$ cat src/rtl/md5_mem_responder.sv
// Fixed-latency memory responder for the HLS md5 core's RAM master port: message and digest regions.
// Define MD5_MEM_RESP_STATS_EN to add the rd_count / wr_count / last_addr statistics outputs.
module md5_mem_responder #(
  parameter logic [63:0] IN_BASE  = 64'h4000_0000,
  parameter logic [63:0] OUT_BASE = 64'h4000_0100,
  parameter int          IN_WORDS = 8,
  parameter int          RESP_LAT = 1
) (
  input  logic                                          clk,
  input  logic                                          reset,
  input  logic                                          Mout_oe_ram,
  input  logic                                          Mout_we_ram,
  input  logic [63:0]                                   Mout_addr_ram,
  input  logic [63:0]                                   Mout_Wdata_ram,
  input  logic [11:0]                                   Mout_data_ram_size,
  output logic [63:0]                                   M_Rdata_ram,
  output logic                                          M_DataRdy,
  input  logic                                          load_valid,
  input  logic [$clog2(IN_WORDS > 1 ? IN_WORDS : 2)-1:0] load_index,
  input  logic [63:0]                                   load_data,
  output logic                                          digest_valid,
  output logic [127:0]                                  digest,
`ifdef MD5_MEM_RESP_STATS_EN
  output logic [15:0]                                   rd_count,
  output logic [15:0]                                   wr_count,
  output logic [63:0]                                   last_addr,
`endif
  output logic                                          err_sticky
);

  localparam int          IDX_W     = $clog2(IN_WORDS > 1 ? IN_WORDS : 2);
  localparam logic [63:0] IN_LIMIT  = IN_BASE + 64'(8 * IN_WORDS);
  localparam logic [63:0] OUT_LIMIT = OUT_BASE + 64'd16;
  localparam logic [63:0] OUT_W1    = OUT_BASE + 64'd8;
  localparam logic [3:0]  CNT_LAST  = (RESP_LAT >= 2) ? 4'(RESP_LAT - 2) : 4'd0;

  typedef enum logic [1:0] {
    IDLE = 2'd0,
    WAIT = 2'd1,
    RESP = 2'd2
  } state_t;

  state_t      state;
  logic [3:0]  lat_cnt;

  logic        req_rd_p0;
  logic        req_wr_p0;
  logic        req_both_p0;
  logic [63:0] req_addr_p0;
  logic [63:0] req_wdata_p0;
  logic [11:0] req_size_p0;

  logic [63:0] msg_mem [IN_WORDS];
  logic [63:0] dig_word [2];
  logic [1:0]  written;

  logic             in_hit;
  logic             out_hit;
  logic             req_err;
  logic [IDX_W-1:0] widx;
  logic             dsel;
  logic [2:0]       boff;
  logic [3:0]       nbytes;
  logic [63:0]      tgt_word;

  function automatic logic size_legal(input logic [11:0] sz);
    return (sz == 12'd8) || (sz == 12'd16) || (sz == 12'd32) || (sz == 12'd64);
  endfunction

  // Illegal widths fall back to a full 64-bit access.
  function automatic logic [3:0] size_bytes(input logic [11:0] sz);
    case (sz)
      12'd8:   return 4'd1;
      12'd16:  return 4'd2;
      12'd32:  return 4'd4;
      default: return 4'd8;
    endcase
  endfunction

  function automatic logic [63:0] read_extract(input logic [63:0] word, input logic [2:0] off,
                                               input logic [3:0] nb);
    logic [63:0] sh;
    logic [63:0] res;
    sh  = word >> {off, 3'b000};
    res = '0;
    for (int j = 0; j < 8; j++) begin
      if (4'(j) < nb) res[8*j +: 8] = sh[8*j +: 8];
    end
    return res;
  endfunction

  // Lanes past byte 7 simply do not exist, which truncates word-crossing writes.
  function automatic logic [63:0] write_merge(input logic [63:0] old, input logic [63:0] wd,
                                              input logic [2:0] off, input logic [3:0] nb);
    logic [63:0] sh;
    logic [63:0] res;
    sh  = wd << {off, 3'b000};
    res = old;
    for (int j = 0; j < 8; j++) begin
      if ((4'(j) >= {1'b0, off}) && (4'(j) < ({1'b0, off} + nb))) res[8*j +: 8] = sh[8*j +: 8];
    end
    return res;
  endfunction

  function automatic logic [15:0] sat_inc(input logic [15:0] c);
    return (c == 16'hFFFF) ? c : c + 16'd1;
  endfunction

  always_comb begin
    in_hit   = (req_addr_p0 >= IN_BASE) && (req_addr_p0 < IN_LIMIT);
    out_hit  = (req_addr_p0 >= OUT_BASE) && (req_addr_p0 < OUT_LIMIT);
    widx     = IDX_W'((req_addr_p0 - IN_BASE) >> 3);
    dsel     = (req_addr_p0 >= OUT_W1);
    boff     = req_addr_p0[2:0];
    nbytes   = size_bytes(req_size_p0);
    req_err  = !(in_hit || out_hit) || req_both_p0 || !size_legal(req_size_p0) ||
               (({1'b0, boff} + nbytes) > 4'd8);
    tgt_word = in_hit ? msg_mem[widx] : (out_hit ? dig_word[dsel] : 64'd0);
  end

  // p0: request captured on the accepting edge; oe&we together is served as a read
  always_ff @(posedge clk) begin
    if (state == IDLE && (Mout_oe_ram || Mout_we_ram)) begin
      req_rd_p0    <= Mout_oe_ram;
      req_wr_p0    <= Mout_we_ram && !Mout_oe_ram;
      req_both_p0  <= Mout_oe_ram && Mout_we_ram;
      req_addr_p0  <= Mout_addr_ram;
      req_wdata_p0 <= Mout_Wdata_ram;
      req_size_p0  <= Mout_data_ram_size;
    end
  end

  // RESP is the last cycle before the strobe; the strobe cycle itself is IDLE, so a
  // back-to-back request presented alongside M_DataRdy is accepted immediately.
  always_ff @(posedge clk) begin
    if (reset) begin
      state       <= IDLE;
      lat_cnt     <= '0;
      M_DataRdy   <= 1'b0;
      M_Rdata_ram <= '0;
      err_sticky  <= 1'b0;
      written     <= '0;
      dig_word[0] <= '0;
      dig_word[1] <= '0;
    end else begin
      M_DataRdy   <= 1'b0;
      M_Rdata_ram <= '0;
      case (state)
        IDLE: begin
          if (Mout_oe_ram || Mout_we_ram) begin
            lat_cnt <= '0;
            state   <= (RESP_LAT <= 1) ? RESP : WAIT;
          end
        end
        WAIT: begin
          if (lat_cnt == CNT_LAST) state <= RESP;
          else                     lat_cnt <= lat_cnt + 4'd1;
        end
        RESP: begin
          state     <= IDLE;
          M_DataRdy <= 1'b1;
          if (req_rd_p0) M_Rdata_ram <= read_extract(tgt_word, boff, nbytes);
          if (req_wr_p0 && out_hit) begin
            dig_word[dsel] <= write_merge(tgt_word, req_wdata_p0, boff, nbytes);
            written[dsel]  <= 1'b1;
          end
          if (req_err) err_sticky <= 1'b1;
        end
        default: state <= IDLE;
      endcase
    end
  end

  // Message region survives reset; a same-cycle preload overrides the core write.
  always_ff @(posedge clk) begin
    if (!reset && state == RESP && req_wr_p0 && in_hit)
      msg_mem[widx] <= write_merge(tgt_word, req_wdata_p0, boff, nbytes);
    if (load_valid)
      msg_mem[load_index] <= load_data;
  end

  assign digest       = {dig_word[1], dig_word[0]};
  assign digest_valid = &written;

`ifdef MD5_MEM_RESP_STATS_EN
  always_ff @(posedge clk) begin
    if (reset) begin
      rd_count  <= '0;
      wr_count  <= '0;
      last_addr <= '0;
    end else if (state == RESP) begin
      if (req_rd_p0) rd_count <= sat_inc(rd_count);
      if (req_wr_p0) wr_count <= sat_inc(wr_count);
      last_addr <= req_addr_p0;
    end
  end
`endif

endmodule
$ cat config.mk
export PLATFORM = sky130hd
export DESIGN_NAME = md5_mem_responder
export DESIGN_NICKNAME = d
export VERILOG_FILES = /design/src/rtl/md5_mem_responder.sv
export SDC_FILE = /design/constraint.sdc
export NUM_CORES = 1
export LEC_CHECK = 0
export CAP_MARGIN = 20
export CORE_MARGIN = 2
export CORE_UTILIZATION = 45
export DETAILED_ROUTE_END_ITERATION = 8
export PLACE_DENSITY = 0.65
export SYNTH_ARGS = -nofsm -noshare
export SYNTH_HDL_FRONTEND = slang
export SYNTH_SLANG_ARGS = --single-unit
$ cat constraint.sdc
create_clock -name clk -period 7.95 [get_ports clk]
set_input_delay 0.795 -clock clk [delete_from_list [all_inputs] [get_ports clk]]
set_output_delay 0.795 -clock clk [all_outputs]
set_load 0.02 [all_outputs]
==> qor.yml <==
status: "finished clean"
hold_viol: 0
synth_top_area_frac: 0.581
ant_nets: 0
fin_nets: 3797
worst_r2r_path_depth: 12
ys_top_cells_by_area: "sky130_fd_sc_hd__edfxtp_1 (58%), sky130_fd_sc_hd__mux4_2 (7.2%), sky130_fd_sc_hd__o21ai_0 (6.6%), sky130_fd_sc_hd__mux2i_1 (5.7%), sky130_fd_sc_hd__nand2_1 (5.4%)"
timing.setup.critical_path_class: "reg -> reg"
cts.repair_timing.setup_buffer_count: 0
synth_area_per_cell_um2: 12.2
power_leakage_nw: 15.9
final-instance-count-excl-fill: 4832
final.min_clock_period_ns: 5.13
cell_row_count: 109
number_of_global_route_vias_before_repair: 28200
critical_path.endpoint_type: "flop"
rsz0062_at_grt: "no"
cp.arrival_ns: 5.50
clk_latency_ns: 0.68
core_um2: 88800
buffer_ports.inserted: 406
drive_above_1_share: 0.120
postSynthRegisterBits: 855
ff2ff_setup_slack_ns: 2.82
cts_root_buf: "sky130_fd_sc_hd__clkbuf_16"
powerDensity_nw_per_um2: 226
synth_async_sr_flop_share: 0
total_of_endpoints_with_negative_setup_slack_in_the_final_report: 0
die_area_um2: 92300
cts_max_path_buffers: 3
achievable-frequency_ghz: 0.195
postCtsHoldBufs: 0
netlist_area_um2: 40400
dieHeight_um: 304
critical_path.reg2reg.startpoint: "req_size_p0[1]"
timing.critical_path.from_type: "flop"
detail_route.drc_violations: 0
cts.sink_count: 855
worstReg2RegEnd: "msg_mem[5][1]"
critical_path.startpoint: "req_size_p0[1]"
place_inst: 4650
min_path_cells: 2
num_vias: 29900
number_of_synthesized_flops_with_an_enable_pin: 783
gpl.final_weighted_congestion: 0.996
crit_path_max_fo: 10
yosys.cell_types.count: 68
tritoncts: "done"
ys_seq_area_frac: 0.617
timing.hold.ws_ns: 0.483
worst_ep_required_time_ns: 8.32
global_route_wire_length_before_repair_mm: 203
vdd_drop_max_mv: 0.160
finalCritPeriodShare: 0.645
postSynthCellCount: 3310
dieWidth_um: 304
timing.final.max_slew_violations: 0
synthMostInstantiatedCell: "sky130_fd_sc_hd__edfxtp_1"
gr-usage-all-layers: 0.304
clock-skew-final_ns: 0.0226
synth_area_leader_cell: "sky130_fd_sc_hd__edfxtp_1"
synthTopCellsByCount: "sky130_fd_sc_hd__edfxtp_1 (783), sky130_fd_sc_hd__nand2_1 (587), sky130_fd_sc_hd__o21ai_0 (537)"
drtIter0Drc: 4983
synthToLayoutAreaGrowth_pct: 20.1
max-cap-violations: 0
slew_headroom: 0.205
totalPowerFinal_mw: 11.0
worst_hold_startpoint: "written[0]"
boundaryPins: 407
total_half_perimeter_wirelength_after_legalization_and_detailed_placement_mm: 94.5
postRouteWirelength_mm: 143
postSynthNetCount: 3526
initial_utilization: 0.456
post_cts_sizing_count: 0
tightest_slew_ns: 1.19
clk_pin_slew_worst_paths_ns: 0.07
remaining_global_route_overflow: 0
drtPass1Iterations: 8
synth.yosys.warnings: 0
hold_path_class: "reg -> reg"
cts_buffers: 92
setup_tns_ns: 0
hold-path-endpoint: "written[0]"
routed_via_density: 6.19
cts_max_level: 3
wl_per_cell_um: 29.7
yosys_most_used_dff: "sky130_fd_sc_hd__edfxtp_1"
antenna_found_initial: 19
grt_max_degree: 99
worst max-delay path: stages, from the launching register on:
cell and delay, ns:
sky130_fd_sc_hd__edfxtp_1 0.36, sky130_fd_sc_hd__nor4_1 0.35, sky130_fd_sc_hd__nand2_1 0.22, sky130_fd_sc_hd__or3_1 0.40
sky130_fd_sc_hd__nor3b_1 0.39, sky130_fd_sc_hd__ha_1 0.31, sky130_fd_sc_hd__a21o_1 0.18, sky130_fd_sc_hd__a21oi_1 0.24
sky130_fd_sc_hd__xnor2_1 0.33, sky130_fd_sc_hd__nand2_1 0.24, sky130_fd_sc_hd__o311ai_4 0.81, sky130_fd_sc_hd__mux2i_1 0.75
sky130_fd_sc_hd__o21ai_0 0.22
routing by layer:
| metal | part of all wire | vias up | global-route usage |
|---|---|---|---|
| met5 | 0.00052 | - | 0 |
| met4 | 0.042 | 10 | 0.133 |
| met3 | 0.13 | 319 | 0.0817 |
| met1 | 0.38 | 14600 | 0.416 |
| met2 | 0.44 | 2126 | 0.456 |
| li1 | - | 12900 | - |
logic make-up (layout without fill, tap and decap cells):
group	after synthesis	in the layout	share of synthesized area
buffers and inverters	320	668	0.0315
XOR/XNOR	6	6	0.00130
multiplexers	405	405	0.142
AO/OA/AOI/OAI	812	812	0.115
adder cells (fa/ha/maj)	4	4	0.00142
AND/OR/NAND/NOR	908	908	0.0925
flip-flops	855	855	0.617
other	0	9	0
power breakdown:
group          internal (mW)  switching (mW)  total [mW]
logic                  0.566           0.869        1.44
registers               5.15           0.125        5.28
clock network           2.41            1.86        4.27
total                   8.13            2.85        11.0
stage by stage:
step | util | setup slack, ns | instance area [µm²]
final | 0.547 | 2.82 | 48600
after global routing | 0.547 | 2.44 | 48600
after CTS | 0.547 | 2.85 | 48500
after detailed placement | 0.513 | 2.89 | 45600
after global placement | 0.513 | 2.95 | 45500
after floorplan | - | 0.691 | 40400
cells in the final DEF, fill, tap and decap left out, types with 39 or more instances in the layout:
cell type	Yosys	final
sky130_fd_sc_hd__edfxtp_1	783	783
sky130_fd_sc_hd__nand2_1	587	587
sky130_fd_sc_hd__o21ai_0	537	537
sky130_fd_sc_hd__clkdlybuf4s50_1	0	406
sky130_fd_sc_hd__mux2i_1	229	229
sky130_fd_sc_hd__nor2_1	188	182
sky130_fd_sc_hd__mux4_2	129	129
sky130_fd_sc_hd__clkbuf_16	0	98
sky130_fd_sc_hd__buf_4	1	72
sky130_fd_sc_hd__dfxtp_1	72	69
sky130_fd_sc_hd__o22ai_1	67	62
sky130_fd_sc_hd__a21oi_1	48	48
sky130_fd_sc_hd__mux2_2	47	47
sky130_fd_sc_hd__o21ai_1	39	39
sequential cells by signal, summed over array words and instances, names as in the netlist, 2 cells and up, named ones only:
name and flops:
req_wdata_p0 64, req_size_p0 12, written 2, req_addr_p0 64, msg_mem 512, dig_word 128
M_Rdata_ram 64
area by class of cell:
| type | instances | area [µm²] |
|---|---|---|
| multi-input cells | 2135 | 14400 |
| clock inverters | 54 | 442 |
| diodes | 9 | 22.5 |
| fillers | 7277 | 40200 |
| clock buffers | 117 | 2530 |
| well taps | 1165 | 1460 |
| repair buffers | 485 | 4710 |
| inverters | 12 | 50.0 |
| flip-flops and latches | 855 | 25000 |
worst max path at each step:
stage | endpoint | slack, ns | cells past startpoint
after CTS | msg_mem[0][5] | 2.85 | 12
after detailed placement | msg_mem[6][14] | 2.89 | 12
after global routing | msg_mem[5][3] | 2.44 | 12
after floorplan | msg_mem[1][0] | 0.69 | 6
after global placement | msg_mem[0][4] | 2.95 | 12
final | msg_mem[5][1] | 2.82 | 12
Note: power is estimated with default switching activity, not from simulation.
